`src/rtl/alarm_pkg.sv`:
```
// Shared types and field widths for the alarm comparison and ring/snooze control.
package alarm_pkg;

    localparam int HOUR_W = 5;
    localparam int MIN_W  = 6;
    localparam int SEC_W  = 6;
    localparam int TMR_W  = 8;
    localparam int SNZ_W  = 3;

    typedef enum logic [1:0] {
        IDLE   = 2'd0,
        RING   = 2'd1,
        SNOOZE = 2'd2
    } alarm_state_t;

endpackage

```
`src/rtl/alarm_trigger.sv`:
```
// Compares time-of-day with the stored alarm time on each second strobe and runs
// the ring/snooze state machine that drives the buzzer and status outputs.
module alarm_trigger
    import alarm_pkg::*;
#(
    parameter int unsigned RING_SECS   = 60,
    parameter int unsigned SNOOZE_SECS = 240,
    parameter int unsigned MAX_SNOOZE  = 3
) (
    input  logic              clock,
    input  logic              reset,
    input  logic              alarm_on,
    input  logic              sec_tick,
    input  logic [HOUR_W-1:0] cur_hour,
    input  logic [MIN_W-1:0]  cur_min,
    input  logic [SEC_W-1:0]  cur_sec,
    input  logic [HOUR_W-1:0] alm_hour,
    input  logic [MIN_W-1:0]  alm_min,
    input  logic [SEC_W-1:0]  alm_sec,
    input  logic              stop_btn,
    input  logic              snooze_btn,
    output logic              buzzer,
    output logic              ringing,
    output logic              snoozing
);

    localparam logic [TMR_W-1:0] RING_LAST   = TMR_W'(RING_SECS - 1);
    localparam logic [TMR_W-1:0] SNOOZE_LAST = TMR_W'(SNOOZE_SECS - 1);
    localparam logic [SNZ_W-1:0] SNZ_LIMIT   = SNZ_W'(MAX_SNOOZE);

    alarm_state_t     state, state_nxt;
    logic [TMR_W-1:0] tmr, tmr_nxt;
    logic [SNZ_W-1:0] snz_cnt, snz_nxt;
    logic             phase, phase_nxt;
    logic             match;

    assign match = alarm_on & sec_tick & (cur_hour == alm_hour)
                 & (cur_min == alm_min) & (cur_sec == alm_sec);

    always_comb begin
        // NOTE: every next-state signal gets a default first so no path holds a stale value as a latch.
        state_nxt = state;
        tmr_nxt   = tmr;
        snz_nxt   = snz_cnt;
        phase_nxt = phase;

        if (!alarm_on) begin
            state_nxt = IDLE;
            tmr_nxt   = '0;
            phase_nxt = 1'b0;
        end else begin
            unique case (state)
                IDLE: begin
                    if (match) begin
                        state_nxt = RING;
                        tmr_nxt   = '0;
                        snz_nxt   = '0;
                        phase_nxt = 1'b1;
                    end
                end
                RING: begin
                    if (stop_btn) begin
                        state_nxt = IDLE;
                        tmr_nxt   = '0;
                        phase_nxt = 1'b0;
                    end else if (snooze_btn && (snz_cnt < SNZ_LIMIT)) begin
                        state_nxt = SNOOZE;
                        tmr_nxt   = '0;
                        snz_nxt   = snz_cnt + 1'b1;
                    end else if (sec_tick) begin
                        if (tmr == RING_LAST) begin
                            state_nxt = IDLE;
                            tmr_nxt   = '0;
                            phase_nxt = 1'b0;
                        end else begin
                            tmr_nxt   = tmr + 1'b1;
                            phase_nxt = ~phase;
                        end
                    end
                end
                SNOOZE: begin
                    if (stop_btn) begin
                        state_nxt = IDLE;
                        tmr_nxt   = '0;
                        phase_nxt = 1'b0;
                    end else if (sec_tick) begin
                        // Re-ring keeps snz_cnt so the limit spans the whole alarm event.
                        if (tmr == SNOOZE_LAST) begin
                            state_nxt = RING;
                            tmr_nxt   = '0;
                            phase_nxt = 1'b1;
                        end else begin
                            tmr_nxt = tmr + 1'b1;
                        end
                    end
                end
                default: begin
                    state_nxt = IDLE;
                    tmr_nxt   = '0;
                    phase_nxt = 1'b0;
                end
            endcase
        end
    end

    always_ff @(posedge clock) begin
        // NOTE: sequential state uses non-blocking assignments so every register samples pre-edge values.
        if (reset) begin
            state    <= IDLE;
            tmr      <= '0;
            snz_cnt  <= '0;
            phase    <= 1'b0;
            buzzer   <= 1'b0;
            ringing  <= 1'b0;
            snoozing <= 1'b0;
        end else begin
            state    <= state_nxt;
            tmr      <= tmr_nxt;
            snz_cnt  <= snz_nxt;
            phase    <= phase_nxt;
            // Outputs are decoded from next-state values so they line up with the state register.
            buzzer   <= (state_nxt == RING) & phase_nxt;
            ringing  <= (state_nxt == RING);
            snoozing <= (state_nxt == SNOOZE);
        end
    end

endmodule

```
`config.mk`:
```
export PLATFORM = sky130hd
export DESIGN_NAME = alarm_trigger
export DESIGN_NICKNAME = d
export VERILOG_FILES = /design/src/rtl/alarm_pkg.sv /design/src/rtl/alarm_trigger.sv
export SDC_FILE = /design/constraint.sdc
export NUM_CORES = 1
export LEC_CHECK = 0
export CORE_MARGIN = 5
export CORE_UTILIZATION = 49
export DETAILED_ROUTE_END_ITERATION = 8
export GPL_ROUTABILITY_DRIVEN = 0
export HOLD_SLACK_MARGIN = 0.02
export PLACE_DENSITY_LB_ADDON = 0.25
export SLEW_MARGIN = 20
export SYNTH_ARGS = -nofsm -noshare
export SYNTH_HDL_FRONTEND = slang
export SYNTH_SLANG_ARGS = --single-unit
```
`constraint.sdc`:
```
create_clock -name clock -period 5.14 [get_ports clock]
set_clock_uncertainty 0.2 [all_clocks]
set_input_delay 0.514 -clock clock [delete_from_list [all_inputs] [get_ports clock]]
set_output_delay 0.514 -clock clock [all_outputs]
set_load 0.01 [all_outputs]
```
==> impl_results.md <==
* Vias post-DR at 1364
* Mapped cell area at 1310 sq um
* Synthesized Nets at 200
* Outcome: completed
* Overall power at 254 uW
* RSZ-0062 raised after global routing: no
* Drt first pass iters at 5
* Number of global-route vias before repair at 1272
* Height of the chip at 61.7 um
* Crit-path slowest cell: clkdlybuf4s50_1
* GRT Overall Usage at 18.5%
* Final Hold Fails at 0
* Routed Antenna Nets at 0
* Core Region at 2520 sq um
* First-pass GRT wire length at 5.22 mm
* Clk buf depth at 2
* Synth area leaders: dfxtp_1, xnor2_1, ha_1
* Slew @ Worst Pin at 497 ps
* NetSw at 55.7 uW
* Critical-path cell list: clkdlybuf4s50_1 -> xnor2_1 -> nand4_1 -> nor3_1 -> o211ai_4 -> nor2_1 -> a32o_1
* Reg area at 340 sq um
* Die Area at 3810 sq um
* Syn. warnings at 0
* TNS Setup at 0 ps
* DRC at 0
* Max-cap violations at 0
* Worst-path fanout max at 9
* Largest stage delay, worst path at 490 ps
* Antenna fix cells at 0
* R2R setup slack at 2780 ps
* Ys flop type: dfxtp_1
* Clock share of power at 26.8%
* Wire length per cell at 14.4 um
* Post-synth EDFFs at 0
* Root Buffer: clkbuf_4
* Num CTS Buffers at 3
* Crit Path Class: primary input to flip-flop
* Minimum clock period at 2390 ps
* P per Cell Area at 141 nW/um^2
* Initial Utilization at 52.0%
* IO Count at 43
* Gate power share at 21.4%
* Layout cell share with drive strength beyond 1 at 5.50%
* TritonCTS Sinks at 17
* PostCTS Resize Cnt at 0
* Max Clk Rate at 418 MHz
* Slew HR at 66.8%
* Crit path DAT at 2420 ps
* Via density at 5.93
* WHS at 276 ps
* Int Pwr at 198 uW
* Largest net degree at the start of global routing at 10
* H-tree Lvls at 1
* Die width at 61.7 um
* Layout net count at 247
* Row count at 18
* Clock slew at reported path FFs at 90 ps
* Final Setup Violations at 0
* Final period util at 46.6%
* TritonCTS clock tree: done
* DPL Wire Length at 2.88 mm
* Part of the power in registers at 51.8%
* PortBufs at 42
* Worst vdd ir at 0.172 mV
* Crit. End Element: flip-flop
* Register bit total from synthesis at 17
* Congestion Overflow GR at 0
* Hold-fix buffers, CTS at 0
* WP data required at 5170 ps
* Area of the multi-input gates at 945 sq um
* Post-CTS Setup Inserts at 0
* Antenna violations before repair at 0
* Routed Wire Length at 3.30 mm
* Sequential area share after synthesis at 26.0%
* Leak at 0.614 nW
* Syn_area_per_cell at 8.51 sq um
* Max-slew violations at 0
* Clock Latency Late Sink at 280 ps
* Area share of the largest cell type after synthesis at 26.0%
* Final core occ at 71.2%
* Largest delay share family, worst path: simple AND/OR/NAND/NOR gates
* HP Class: flip-flop to flip-flop
* Startpoint types: primary input
* # fillers at 200
* Drt initial violations at 130
* Synth async-reset ratio at 0%
* Buf/Inv on CP at 1
* Cells after synthesis at 154
* Switching portion of total power at 21.9%
* Synth cell types at 44
* Layout area overhead at 36.9%
* Yosys top cell by area: dfxtp_1
## final timing paths
| kind | start | to | depth (start not counted) |
|---|---|---|---|
| max | cur_sec[0] | tmr[4] | 7 |
| min | tmr[1] | tmr[1] | 2 |
| max reg2reg | state[1] | tmr[4] | 8 |
| min reg2reg | tmr[1] | tmr[1] | 2 |
## flip-flops by register name (all words and copies together) (netlist names)
name and count:
snoozing 1, snz_cnt 3, tmr 8, ringing 1, buzzer 1, state 2, phase 1
## synth_stat cells, types with 2 or more instances
| master | instances |
|---|---|
| o21bai_1 | 3 |
| a21oi_1 | 7 |
| and2b_1 | 2 |
| inv_1 | 7 |
| dfxtp_1 | 17 |
| a311oi_1 | 2 |
| nand4_1 | 7 |
| nand3_1 | 4 |
| nor2b_1 | 5 |
| xnor2_1 | 13 |
| a31oi_1 | 2 |
| nor2_1 | 6 |
| ha_1 | 6 |
| nor3b_1 | 4 |
| a32o_1 | 5 |
| nor4_2 | 2 |
| a41o_1 | 2 |
| nor3_1 | 5 |
| xor2_1 | 4 |
| a21o_1 | 2 |
| nand2b_1 | 8 |
| and2_1 | 4 |
| and3_1 | 3 |
| o21ai_0 | 6 |
| nand2_1 | 9 |
## power groups by stage
stage / logic [mW] / registers [mW] / clock network [mW]
floorplan: 0.0177 / 0.135 / 0
global placement: 0.0528 / 0.135 / 0
detailed placement: 0.0547 / 0.135 / 0
CTS: 0.0548 / 0.132 / 0.0710
global route: 0.0584 / 0.132 / 0.0778
finish: 0.0543 / 0.132 / 0.0681
## through the flow
| step | std cells | setup slack [ps] | instance area (sq um) |
|---|---|---|---|
| final | 230 | 2750 | 1800 |
| after global routing | 230 | 2630 | 1800 |
| after CTS | 230 | 2740 | 1800 |
| after detailed placement | 226 | 2440 | 1770 |
| after global placement | 226 | 2520 | 1770 |
| after floorplan | 154 | 3050 | 1310 |
## logic make-up (layout without fill, tap and decap cells)
kind of cell / count (synthesis) / in the layout / synth area share (%)
AND/OR/NAND/NOR: 68 / 68 / 31.9
AO/OA/AOI/OAI: 38 / 38 / 22.3
XOR/XNOR: 17 / 17 / 11.4
flip-flops: 17 / 17 / 26.0
buffers and inverters: 7 / 53 / 2.00
adder cells (fa/ha/maj): 6 / 6 / 5.73
multiplexers: 1 / 1 / 0.763
## cell type report
| type | count | share of cell area [%] |
|---|---|---|
| Multi-Input combinational cell | 130 | 52.6 |
| Timing Repair Buffer | 42 | 23.4 |
| Sequential cell | 17 | 19.0 |
| Tap cell | 30 | 2.09 |
| Clock buffer | 4 | 1.46 |
| Inverter | 7 | 1.46 |
## cell usage in the layout (no fill, tap or decap), types with 5 or more instances in the layout
cell and n:
nor3_1 5, nand4_1 7, dfxtp_1 17, o21ai_0 6, ha_1 6, xnor2_1 13, nor2_1 6, nand2_1 9
nand2b_1 8, inv_1 7, clkdlybuf4s50_1 42, a32o_1 5, nor2b_1 5, a21oi_1 7
## metal layers
layer	track usage [%]	wire length, um	up-vias
met5	0	0	-
met4	10.0	69	0
met3	4.13	276	8
met2	32.3	1640	59
met1	20.9	1320	629
li1	-	-	668
## worst register-to-register path, cell delays in order (launching register included)
cell      delay (ps)
dfxtp_1          420
inv_1            100
ha_1             290
and2b_1          240
o21ai_1          130
a21o_1           260
o211ai_4         160
nor2_1           310
a32o_1           200
(Power assumes the default switching activity.)
